===== src/rtl/seg7_pkg.sv =====
// rtl/seg7_pkg.sv - shared types and constants for the binary-to-BCD display feeder
//
// Purpose : digit codes, decimal range limits, FSM state type and the
//           double-dabble digit correction used by seg7_bin2bcd and
//           seg7_dabble_step.
// Ports   : none (package)

package seg7_pkg;

   typedef logic [3:0] digit_t;

   localparam digit_t DIG_BLANK  = 4'hA;
   localparam digit_t DIG_MINUS  = 4'hF;
   localparam int     DIGITS_DEF = 8;

   // Largest magnitudes that fit: all digits for positives, one digit
   // fewer for negatives because the minus sign takes a position.
   localparam logic [63:0] POS_MAX = 64'd99_999_999;
   localparam logic [63:0] NEG_MAX = 64'd9_999_999;

   typedef enum logic [1:0] {IDLE, PREP, SHIFT, FMT} b2b_state_t;

   // Add-3 correction applied to a BCD digit before each left shift.
   function automatic digit_t dabble_fix(input digit_t d);
      return (d >= 4'd5) ? digit_t'(d + 4'd3) : d;
   endfunction

endpackage


===== src/rtl/seg7_dabble_step.sv =====
// rtl/seg7_dabble_step.sv - one combinational double-dabble iteration
//
// Purpose : add-3 correction on every BCD digit, then shift {bcd, bin}
//           left by one bit.
// Ports   : bcd_i / bcd_o  BCD accumulator before / after the step
//           bin_i / bin_o  binary shift register before / after the step

module seg7_dabble_step #(
   parameter int NDIG  = 9,
   parameter int BIN_W = 32
) (
   input  logic [4*NDIG-1:0] bcd_i,
   input  logic [BIN_W-1:0]  bin_i,
   output logic [4*NDIG-1:0] bcd_o,
   output logic [BIN_W-1:0]  bin_o
);

   import seg7_pkg::*;

   logic [4*NDIG-1:0] fixed;

   always_comb begin
      fixed = '0;
      for (int i = 0; i < NDIG; i++) begin
         fixed[4*i +: 4] = dabble_fix(bcd_i[4*i +: 4]);
      end
   end

   // Top bit of the corrected accumulator falls off; the accumulator is
   // sized one digit wider than the display so nothing meaningful is lost.
   assign {bcd_o, bin_o} = {fixed, bin_i} << 1;

endmodule


===== src/rtl/seg7_bin2bcd.sv =====
// rtl/seg7_bin2bcd.sv - sequential signed binary to packed 7-segment digit codes
//
// Purpose : converts a two's-complement value into DIGITS packed 4-bit
//           digit codes (0-9 BCD, A blank, F minus) with an iterative
//           double-dabble engine; result held until the next conversion.
// Ports   : clk_i    system clock
//           rst_n    synchronous active-low reset
//           valid_i  conversion request, accepted when ready_o is high
//           data_i   signed input value, captured on accept
//           ready_o  high in IDLE only
//           done_o   one-cycle pulse when num_o/ovf_o update
//           num_o    packed digit codes, digit 0 in bits [3:0]
//           ovf_o    last conversion was out of displayable range
// Options : SEG7_LEAD_ZERO_BLANK_EN blanks leading zeros and floats the
//           minus sign next to the most significant digit.

module seg7_bin2bcd
   import seg7_pkg::*;
#(
   parameter int DATA_W = 32,
   parameter int DIGITS = DIGITS_DEF
) (
   input  logic                  clk_i,
   input  logic                  rst_n,
   input  logic                  valid_i,
   input  logic [DATA_W-1:0]     data_i,
   output logic                  ready_o,
   output logic                  done_o,
   output logic [4*DIGITS-1:0]   num_o,
   output logic                  ovf_o
);

   localparam int CNT_W = $clog2(DATA_W);
   localparam int NUM_W = 4*DIGITS;
   localparam int BCD_W = NUM_W + 4;

   b2b_state_t        state, next_state;
   logic [CNT_W-1:0]  cnt;
   logic [DATA_W-1:0] data_q;
   logic [DATA_W-1:0] mag_q;
   logic [BCD_W-1:0]  bcd_q;
   logic              neg_q;
   logic              ovf_q;

   logic [DATA_W-1:0] mag_nxt;
   logic [BCD_W-1:0]  bcd_nxt;
   logic              neg_w;
   logic [DATA_W-1:0] mag_w;
   logic [63:0]       mag_ext;
   logic              ovf_w;
   logic              ovf_fmt;
   logic [NUM_W-1:0]  fmt_num;

   // ---------------- FSM: state register ----------------
   always_ff @(posedge clk_i) begin
      if (!rst_n) state <= IDLE;
      else        state <= next_state;
   end

   // ---------------- FSM: next state ----------------
   always_comb begin
      next_state = state;
      unique case (state)
         IDLE:    if (valid_i) next_state = PREP;
         PREP:    next_state = SHIFT;
         SHIFT:   if (cnt == CNT_W'(DATA_W-1)) next_state = FMT;
         FMT:     next_state = IDLE;
         default: next_state = IDLE;
      endcase
   end

   // ---------------- FSM: outputs ----------------
   always_comb begin
      ready_o = (state == IDLE);
   end

   // ---------------- PREP: sign, magnitude, range ----------------
   // Negating the most negative value wraps back to itself, which read as
   // unsigned is exactly its magnitude.
   assign neg_w   = data_q[DATA_W-1];
   assign mag_w   = neg_w ? (~data_q + 1'b1) : data_q;
   assign mag_ext = 64'(mag_w);
   assign ovf_w   = neg_w ? (mag_ext > NEG_MAX) : (mag_ext > POS_MAX);

   seg7_dabble_step #(
      .NDIG  (DIGITS + 1),
      .BIN_W (DATA_W)
   ) u_step (
      .bcd_i (bcd_q),
      .bin_i (mag_q),
      .bcd_o (bcd_nxt),
      .bin_o (mag_nxt)
   );

   // ---------------- FMT: result formatting ----------------
   // The spare top digit can only be nonzero if the range check already
   // flagged overflow; folding it in keeps odd parameterisations honest.
   assign ovf_fmt = ovf_q | (|bcd_q[BCD_W-1 -: 4]);

`ifdef SEG7_LEAD_ZERO_BLANK_EN
   logic lead;
   logic placed;
`endif

   always_comb begin
      fmt_num = bcd_q[NUM_W-1:0];
`ifdef SEG7_LEAD_ZERO_BLANK_EN
      lead   = 1'b1;
      placed = 1'b0;
`endif
      if (ovf_fmt) begin
         fmt_num = {DIGITS{DIG_MINUS}};
      end else begin
`ifdef SEG7_LEAD_ZERO_BLANK_EN
         // Blank zeros from the top down; digit 0 is always shown.
         for (int i = DIGITS-1; i >= 1; i--) begin
            if (fmt_num[4*i +: 4] != 4'd0) lead = 1'b0;
            if (lead) fmt_num[4*i +: 4] = DIG_BLANK;
         end
         // Blanks are contiguous from the top, so the lowest blank sits
         // right above the most significant shown digit.
         if (neg_q) begin
            for (int i = 1; i < DIGITS; i++) begin
               if (!placed && fmt_num[4*i +: 4] == DIG_BLANK) begin
                  fmt_num[4*i +: 4] = DIG_MINUS;
                  placed            = 1'b1;
               end
            end
         end
`else
         if (neg_q) fmt_num[NUM_W-1 -: 4] = DIG_MINUS;
`endif
      end
   end

   // ---------------- datapath ----------------
   always_ff @(posedge clk_i) begin
      if (!rst_n) begin
         cnt    <= '0;
         data_q <= '0;
         mag_q  <= '0;
         bcd_q  <= '0;
         neg_q  <= 1'b0;
         ovf_q  <= 1'b0;
         done_o <= 1'b0;
         ovf_o  <= 1'b0;
         num_o  <= {DIGITS{DIG_BLANK}};
      end else begin
         done_o <= 1'b0;
         unique case (state)
            IDLE: begin
               if (valid_i) data_q <= data_i;
            end
            PREP: begin
               neg_q <= neg_w;
               ovf_q <= ovf_w;
               mag_q <= mag_w;
               bcd_q <= '0;
               cnt   <= '0;
            end
            SHIFT: begin
               bcd_q <= bcd_nxt;
               mag_q <= mag_nxt;
               cnt   <= cnt + 1'b1;
            end
            FMT: begin
               num_o  <= fmt_num;
               ovf_o  <= ovf_fmt;
               done_o <= 1'b1;
            end
            default: ;
         endcase
      end
   end

endmodule


===== config.mk =====
export PLATFORM = sky130hd
export DESIGN_NAME = seg7_bin2bcd
export DESIGN_NICKNAME = d
export VERILOG_FILES = /design/src/rtl/seg7_pkg.sv /design/src/rtl/seg7_dabble_step.sv /design/src/rtl/seg7_bin2bcd.sv
export SDC_FILE = /design/constraint.sdc
export NUM_CORES = 1
export LEC_CHECK = 0
export ABC_AREA = 0
export BUFFER_PORTS_ARGS = -buffer_cell sky130_fd_sc_hd__buf_2
export CAP_MARGIN = 10
export CORE_ASPECT_RATIO = 0.9
export CORE_MARGIN = 2
export CORE_UTILIZATION = 55
export CTS_BUF_LIST = sky130_fd_sc_hd__clkbuf_2
export CTS_CLUSTER_DIAMETER = 30
export DETAILED_ROUTE_END_ITERATION = 10
export PLACE_DENSITY_LB_ADDON = 0.05
export SLEW_MARGIN = 25
export SYNTH_ARGS = -nofsm -noshare
export SYNTH_HDL_FRONTEND = slang
export SYNTH_SLANG_ARGS = --single-unit

===== constraint.sdc =====
create_clock -name clk_i -period 4 [get_ports clk_i]
set_input_delay 0.6 -clock clk_i [delete_from_list [all_inputs] [get_ports clk_i]]
set_output_delay 0.6 -clock clk_i [all_outputs]
set_load 0.02 [all_outputs]

# After elaboration in Yosys (flattened, before gate mapping)
# Index checks and enable logic that the tools add are counted.
dict set report op_classes {
  n_addsub 11
  magnitude_cmp 11
  n_eq_ne 6
  mux 21
  bitwise_logic 2
  reduce_logical 5
}
# operator count
set op_table {}
lappend op_table {{36-bit one-hot mux with 2 select lines} 1}
lappend op_table {{32-bit one-hot mux with 2 select lines} 1}
lappend op_table {{4-bit 2-to-1 mux} 10}
lappend op_table {{4-bit by 3-bit >= comparator with 1-bit output, second input constant} 9}
lappend op_table {{32-bit by 1-bit adder with 32-bit output, second input constant} 1}
lappend op_table {{4-bit by 2-bit adder with 4-bit output, second input constant} 8}
lappend op_table {{32-bit by 24-bit greater-than comparator with 1-bit output, second input constant} 1}
lappend op_table {{32-bit by 27-bit greater-than comparator with 1-bit output, second input constant} 1}
lappend op_table {{32-bit 2-to-1 mux} 1}
lappend op_table {{32-bit NOT} 1}
lappend op_table {{28-bit 2-to-1 mux} 1}
lappend op_table {{5-bit one-hot mux with 2 select lines} 1}
lappend op_table {{2-bit one-hot mux with 4 select lines} 1}
lappend op_table {{5-bit by 1-bit adder with 5-bit output, second input constant} 1}
lappend op_table {{5-bit == test, second input constant} 1}
lappend op_table {{2-bit == test, second input constant} 2}
lappend op_table {{2-bit 2-to-1 mux} 2}
lappend op_table {{2-bit inequality test, second input constant} 2}
lappend op_table {{2-bit AND reduction} 2}
lappend op_table {{4-bit OR reduction} 1}
lappend op_table {{3-bit by 2-bit adder with 3-bit output, second input constant} 1}
lappend op_table {{3-bit 2-to-1 mux} 1}
lappend op_table {{2-bit by 1-bit == test with 1-bit output, second input constant} 1}
lappend op_table {{2-bit zero test} 1}
lappend op_table {{3 further kinds} 4}
dict set report word_totals {
  regBits 143
  out_inout_bits 35
}

# Logic depth before layout (Yosys ltp)
# Gate-level depths: netlist of run 1.
dict set report logic_depth {
  ltp_word 5
  mapped_depth 11
  mapped_depth_nobuf 10
}

# Modules after synthesis
# Synthesis of run 1 repeated with hierarchy kept, for this count alone.
dict set report unflattened {
  cells_unflattened 1018
  hier_area_um2 7931.4
}
# mod n_inst cells_per_inst area_each_um2 seq_area_each_um2
set modules_own_cells {}
lappend modules_own_cells {seg7_bin2bcd 1 844 6787.8 2862.7}
lappend modules_own_cells {seg7_dabble_step 1 174 1143.6 0.0}

# Least setup slack after synthesis of run 1
# No wires, ideal clock.
dict set report synth_path {
  path_type {register to register}
  startpoint {register data_q[0]}
  endpoint {register ovf_q}
  arrival_time_ns 3.012
  required_ns 3.913
  slack_ns 0.901
  stages_incl_launch_ff 12
  path_cell_list {dfxtp_1 > inv_1 > ha_1 > or4b_1 > or4_4 > buf_6 > o41ai_1 > xnor2_1 > nand4_1 > a2111oi_0 > a311oi_1 > o31ai_1}
}
dict set report synth_between {
  elab_chain_len 5
}
# element line
set synth_rtl {}
lappend synth_rtl {{start, declared} seg7_bin2bcd.sv:39} ;# logic [DATA_W-1:0] data_q;
lappend synth_rtl {{start signal, assigned} seg7_bin2bcd.sv:152} ;# if (valid_i) data_q <= data_i;
lappend synth_rtl {{32-bit NOT} seg7_bin2bcd.sv:81} ;# assign mag_w = neg_w ? (~data_q + 1'b1) : data_q;
lappend synth_rtl {{32-bit by 1-bit adder with 32-bit output} seg7_bin2bcd.sv:81}
lappend synth_rtl {{32-bit 2-to-1 mux *} seg7_bin2bcd.sv:81}
lappend synth_rtl {{32-bit by 27-bit greater-than comparator with 1-bit output or 32-bit by 24-bit greater-than comparator with 1-bit output (tied branches)} seg7_bin2bcd.sv:83} ;# assign ovf_w = neg_w ? (mag_ext > NEG_MAX) : (mag_ext > POS_MAX);
lappend synth_rtl {{1-bit 2-to-1 mux *} seg7_bin2bcd.sv:83}
lappend synth_rtl {{end signal, assigned} seg7_bin2bcd.sv:156} ;# ovf_q <= ovf_w;
lappend synth_rtl {{end, declared} seg7_bin2bcd.sv:43} ;# logic ovf_q;
# Mark *: on every way between the ends. The rest lies on a longest branch, timed or not.
# A chain may end at the register's enable or synchronous reset.

# Worst setup path in the final report of run 1
# Same ends and word-level chain as after synthesis.

==> impl_metrics.ini, run 1 <==
[power]
p_leak_nw = 3.05
peakVddDrop_mv = 0.566
p_per_area_mw_per_mm2 = 562

[status]
outcome = finished clean

[setup_path]
start_kind = flop
cp_slowest_cell = or4_4
crit_arrival_ns = 4.10
critPathBufInv = 1
worstSetupEndpointType = flop
critical-path-top-delay-family = simple AND/OR/NAND/NOR gates
crit_required_ns = 4.63
cp_max_fo = 7
max_stage_delay_ns = 0.58
path_class = reg2reg
crit_chain = inv_1, ha_1, or4b_1, or4_4, o41ai_1, xnor2_1, nand4_1, a2111oi_0, a311oi_1, o31ai_1

[placed_design]
globalplace.congestion = 0.874
hpwl_um = 12000
numPortBuffers = 69
placed_area_mm2 = 0.00795
dp_cells = 1080

[grt]
grt_pass1_wl_um = 28900
antenna_found_initial = 0
overflow = 0
first_global_vias = 5962
track_usage_pct = 24.2
grt_max_degree = 131

[timing]
worst_slew_pin_slew_ns = 0.997
rsz0062_at_grt = no
drv_slew = 0
finalCriticalPeriod_ns = 3.47
skew_ns = 0.0240
max_freq_mhz = 288
max_slew_margin_pct = 33.4
finalSetupViolations = 0
hold_viol_final = 0
final.setup.tns_ns = 0
fin_crit_sh_pct = 86.7

[synth]
synth_area_leaders = dfxtp_1 38%, mux2i_1 6.3%, nand2_1 6.2%, ha_1 4.3%, nor2b_1 3.9%
synth_area_per_cell_um2 = 8.44
synth_compound_area_share_pct = 19.2
async_flop_share_pct = 0
syn_inst = 902
synth_top_family_by_area = simple AND/OR/NAND/NOR gates
ys_seq_area_share_pct = 37.6
synth_edf_count = 0
synth_flop_cell = dfxtp_1
synth_area_mm2 = 0.00761
synthMuxAreaShare_pct = 7.20
synthXorXnorAreaFrac_pct = 5.52
synthAdderAreaFrac_pct = 4.27
yosysTopAreaCell = dfxtp_1
synthSimpleGateAreaFrac_pct = 20.6
ys_warn_count = 0
synth_top_area_share_pct = 37.6
synth_fp_nets = 963
ys_seq_elements = 143
ys_types = 61

[drt]
via_count = 6302
drt_iter0_drc = 382
wl_um = 17300
viasPerCell = 5.67
route.detailed.drc = 0
ant_nets = 0
avgRoutedWirePerCell_um = 15.6
drt_first_pass_iters = 4

[clock_network]
cts.sinks = 143
clk_pin_slew_ns = 0.21
numCtsBuffers = 17
cts_hold_buffers = 0
cts_resized = 0
cts_root_buf = clkbuf_2
clockBufferDepth = 2
htree_levels = 4
cts_setup_buffers = 0
clk_latency_ns = 0.70
cts_tree = done

[finish]
layout-drive-gt1-share_pct = 14.0
diodes = 0
final_area_mm2 = 0.00813
final_core_util_pct = 60.6
num-nets-final = 992
syn2layout_area_growth_pct = 6.85
fillCellCount = 1268
instances_no_fill = 1112

[floorplan]
dieWidth_um = 128
die_h_um = 116
coreArea_mm2 = 0.0134
floorplan.initialDensity_pct = 56.8
io_pins = 70
num_rows = 40
die-area_mm2 = 0.0148

[min_path]
hold_class = in2reg

[flow_run]
cap_violations = 0
## metal layers
metal / global-route usage (%) / vias up / share of wire (%)
met3: 5.03 / 11 / 3.6
li1: - / 3196 / -
met4: 5.86 / 0 / 0.73
met5: 0 / - / 0
met2: 39.5 / 96 / 46
met1: 33.2 / 2999 / 49
## flip-flops by register name, summed over array words and instances (netlist names)
register  count
cnt           5
state         2
neg_q         1
num_o        32
ovf_o         1
data_q       32
bcd_q        36
ovf_q         1
done_o        1
mag_q        32
## tightest hold or removal path, stage by stage
cell and delay [ns]:
buf_2 0.09, nand2_1 0.04, a21boi_0 0.06
## synth_stat cells (6+ instances only)
library cell,number
nand3_1,8
mux2_2,6
o31ai_1,27
o32ai_1,8
dfxtp_1,143
or3_1,8
nor2b_1,47
ha_1,26
nor4_1,7
nor3_1,8
a21boi_0,36
mux2i_1,48
nand2_1,125
inv_1,36
clkbuf_1,49
nor2_1,32
and2_1,33
a21oi_1,36
xnor2_1,22
a32oi_1,9
o22ai_1,22
o21ai_0,56
nand2b_1,13
buf_1,6
xor2_1,26
## where the power goes
| part | leakage, nW | total (mW) | internal [mW] | switching [mW] |
|---|---|---|---|---|
| clock network | 0.115 | 0.699 | 0.158 | 0.541 |
| logic | 1.78 | 2.04 | 0.771 | 1.27 |
| registers | 1.16 | 1.83 | 1.64 | 0.191 |
## per-stage QoR
stage | hold slack (ns) | worst slack [ns] | total power, mW
floorplan | 0.443 | 0.901 | 3.43
global placement | 0.447 | 0.726 | 3.86
detailed placement | 0.457 | 0.582 | 3.90
CTS | 0.0613 | 0.541 | 4.60
global route | 0.0271 | 0.248 | 4.92
finish | 0.117 | 0.532 | 4.57
## worst paths after layout
kind                          start                      end  slack, ns  depth (start not counted)
max          data_q[0]$_SDFFE_PN0P_       ovf_q$_SDFFE_PN0N_       0.53                         10
min                      data_i[25]  data_q[25]$_SDFFE_PN0P_       0.12                          3
max reg2reg  data_q[0]$_SDFFE_PN0P_       ovf_q$_SDFFE_PN0N_       0.53                         10
min reg2reg  num_o[25]$_SDFFE_PN1P_   num_o[25]$_SDFFE_PN1P_       0.49                          2
## cells by family after synthesis
logic type	Yosys count
AOI/OAI and AO/OA	220
xor gates and xnor gates	48
adders and majority gates	26
buffers and inverters	103
DFF	143
muxes	54
and+or+nand+nor	308
## placed cells by master (no fill, tap or decap), types with 9 or more instances in the layout
| cell type | count |
|---|---|
| dfxtp_1 | 143 |
| nand2_1 | 124 |
| buf_2 | 69 |
| o21ai_0 | 56 |
| mux2i_1 | 48 |
| nor2b_1 | 47 |
| inv_1 | 36 |
| a21boi_0 | 36 |
| a21oi_1 | 36 |
| nor2_1 | 32 |
| and2_1 | 32 |
| o31ai_1 | 27 |
| xor2_1 | 26 |
| ha_1 | 24 |
| xnor2_1 | 22 |
| o22ai_1 | 22 |
| clkbuf_2 | 17 |
| nand2b_1 | 13 |
| a32oi_1 | 9 |
## area by class of cell
| cell class | count | area [um^2] | share of cell area, % |
|---|---|---|---|
| Tap cell | 168 | 210 | 2.58 |
| Clock buffer | 17 | 85.1 | 1.05 |
| Sequential cell | 143 | 2860 | 35.2 |
| Inverter | 37 | 139 | 1.71 |
| Timing Repair Buffer | 76 | 402 | 4.94 |
| Multi-Input combinational cell | 656 | 4340 | 53.4 |
| Clock inverter | 15 | 93.8 | 1.15 |
Note: power is estimated with default switching activity, not from simulation.
==> run 2, diff against run 1 <==
CTS_BUF_LIST = sky130_fd_sc_hd__clkbuf_16   (was sky130_fd_sc_hd__clkbuf_2)
==> run 2 against run 1 <==
Critical path depth unchanged. Non-clock buffer count unchanged. Cell area increased by 4.2%. Die area unchanged. Routed wire length increased by 1.3%. Core utilization increased by 2.5 points. Sequential power about the same. Critical path type unchanged. Largest power group unchanged.
==> impl_metrics.ini, run 2 (synthesis results as in run 1) <==
[status]
outcome = finished clean

[placed_design]
placed_area_mm2 = 0.00795
hpwl_um = 12000
numPortBuffers = 69
dp_cells = 1080
globalplace.congestion = 0.874

[finish]
final_core_util_pct = 63.2
diodes = 0
final_cell_mix = 143 x dfxtp_1, 124 x nand2_1, 69 x buf_2, 56 x o21ai_0, 48 x mux2i_1
num-nets-final = 992
instances_no_fill = 1112
final_common_cell = dfxtp_1
final_area_mm2 = 0.00847
regMostFlops = bcd_q
layout-drive-gt1-share_pct = 14.0
largest_reg_flops = 36
syn2layout_area_growth_pct = 11.3

[drt]
topRoutingLayerUsed = met4
via_count = 6348
ant_nets = 0
wl_um = 17600
drt_first_pass_iters = 4
route.met3.wl_um = 573
route.detailed.drc = 0
routed-wl-met2_um = 8220
avgRoutedWirePerCell_um = 15.8
wl_met1_um = 8590
drt_iter0_drc = 336
viasPerCell = 5.71

[floorplan]
coreArea_mm2 = 0.0134
dieWidth_um = 128
floorplan.initialDensity_pct = 56.8
die_h_um = 116
die-area_mm2 = 0.0148
io_pins = 70
num_rows = 40

[power]
power.share.sequential_pct = 34.6
p_leak_nw = 3.19
peakVddDrop_mv = 0.714
p_per_area_mw_per_mm2 = 625
combPwrFrac_pct = 38.7
swShare_pct = 39.6
cell_internal_pwr_mw = 3.20
p_sw_mw = 2.10
power.share.clock_pct = 26.7

[timing]
final.setup.tns_ns = 0
max_freq_mhz = 291
whs_ns = 0.421
drv_slew = 0
fin_crit_sh_pct = 85.8
finalCriticalPeriod_ns = 3.43
skew_ns = 0.00704
worst_slew_pin_slew_ns = 1.01
rsz0062_at_grt = no
max_slew_margin_pct = 32.6
finalSetupViolations = 0
hold_viol_final = 0

[grt]
overflow = 0
antenna_found_initial = 0
first_global_vias = 6042
track_usage_pct = 24.7
grt_pass1_wl_um = 29400
grt_max_degree = 131

[min_path]
hold_class = in2reg

[setup_path]
crit_arrival_ns = 3.77
path_class = reg2reg
start_kind = flop
crit_required_ns = 4.34
ff2ff_setup_slack_ns = 0.57
max_stage_delay_ns = 0.58
crit_chain = inv_1, ha_1, or4b_1, or4_4, o41ai_1, xnor2_1, nand4_1, a2111oi_0, a311oi_1, o31ai_1
worstSetupEndpointType = flop
critical-path-top-delay-family = simple AND/OR/NAND/NOR gates
cp_slowest_cell = or4_4
cp_max_fo = 7
critPathBufInv = 1

[clock_network]
cts_resized = 0
cts.sinks = 143
clk_latency_ns = 0.42
clk_pin_slew_ns = 0.06
htree_levels = 4
cts_setup_buffers = 0
numCtsBuffers = 17
cts_root_buf = clkbuf_16
cts_hold_buffers = 0
cts_tree = done
clockBufferDepth = 2

[flow_run]
cap_violations = 0
-- run 2: changes by cell type in the layout (fill, tap and decap cells not counted) --
cell / change
clkbuf_16: +17
clkbuf_2: -17
-- run 2: stage by stage --
stage	worst slack (ns)	power, mW
after CTS	0.561	5.32
after global routing	0.279	5.63
after floorplan	0.901	3.43
after global placement	0.726	3.86
final	0.569	5.29
after detailed placement	0.582	3.90
-- run 2: worst paths after layout --
path	start	to	depth (start not counted)
min	data_i[25]	data_q[25]$_SDFFE_PN0P_	3
min reg2reg	num_o[25]$_SDFFE_PN1P_	num_o[25]$_SDFFE_PN1P_	2
max	data_q[0]$_SDFFE_PN0P_	ovf_q$_SDFFE_PN0N_	10
max reg2reg	data_q[0]$_SDFFE_PN0P_	ovf_q$_SDFFE_PN0N_	10
-- run 2: layout make-up --
type	count	area [um^2]
multi-input combinational	656	4340
clock inverter	15	93.8
tap	168	210
sequential	143	2860
clock buffer	17	425
fill	1206	4940
inverter	37	139
timing repair buffer	76	402
-- run 2: per-layer routing --
metal | track usage, % | vias to the layer above
li1 | - | 3196
met5 | 0 | -
met2 | 40.3 | 113
met1 | 33.4 | 3024
met4 | 7.62 | 0
met3 | 5.03 | 15
-- run 2: power by group through the flow --
stage	Combinational [mW]	Sequential, mW	Clock, mW
floorplan	1.58	1.85	0
global placement	2.00	1.85	0
detailed placement	2.03	1.86	0
CTS	2.05	1.83	1.44
global route	2.27	1.86	1.50
finish	2.05	1.83	1.41
-- run 2: worst register-to-register path: cells and delay by family (launching register included) --
kind,cells,cell delay [ns]
AOI/OAI and AO/OA,4,1.15
DFF,1,0.37
and+or+nand+nor,3,1.26
buffers and inverters,1,0.08
xor gates and xnor gates,1,0.23
adders and majority gates,1,0.26
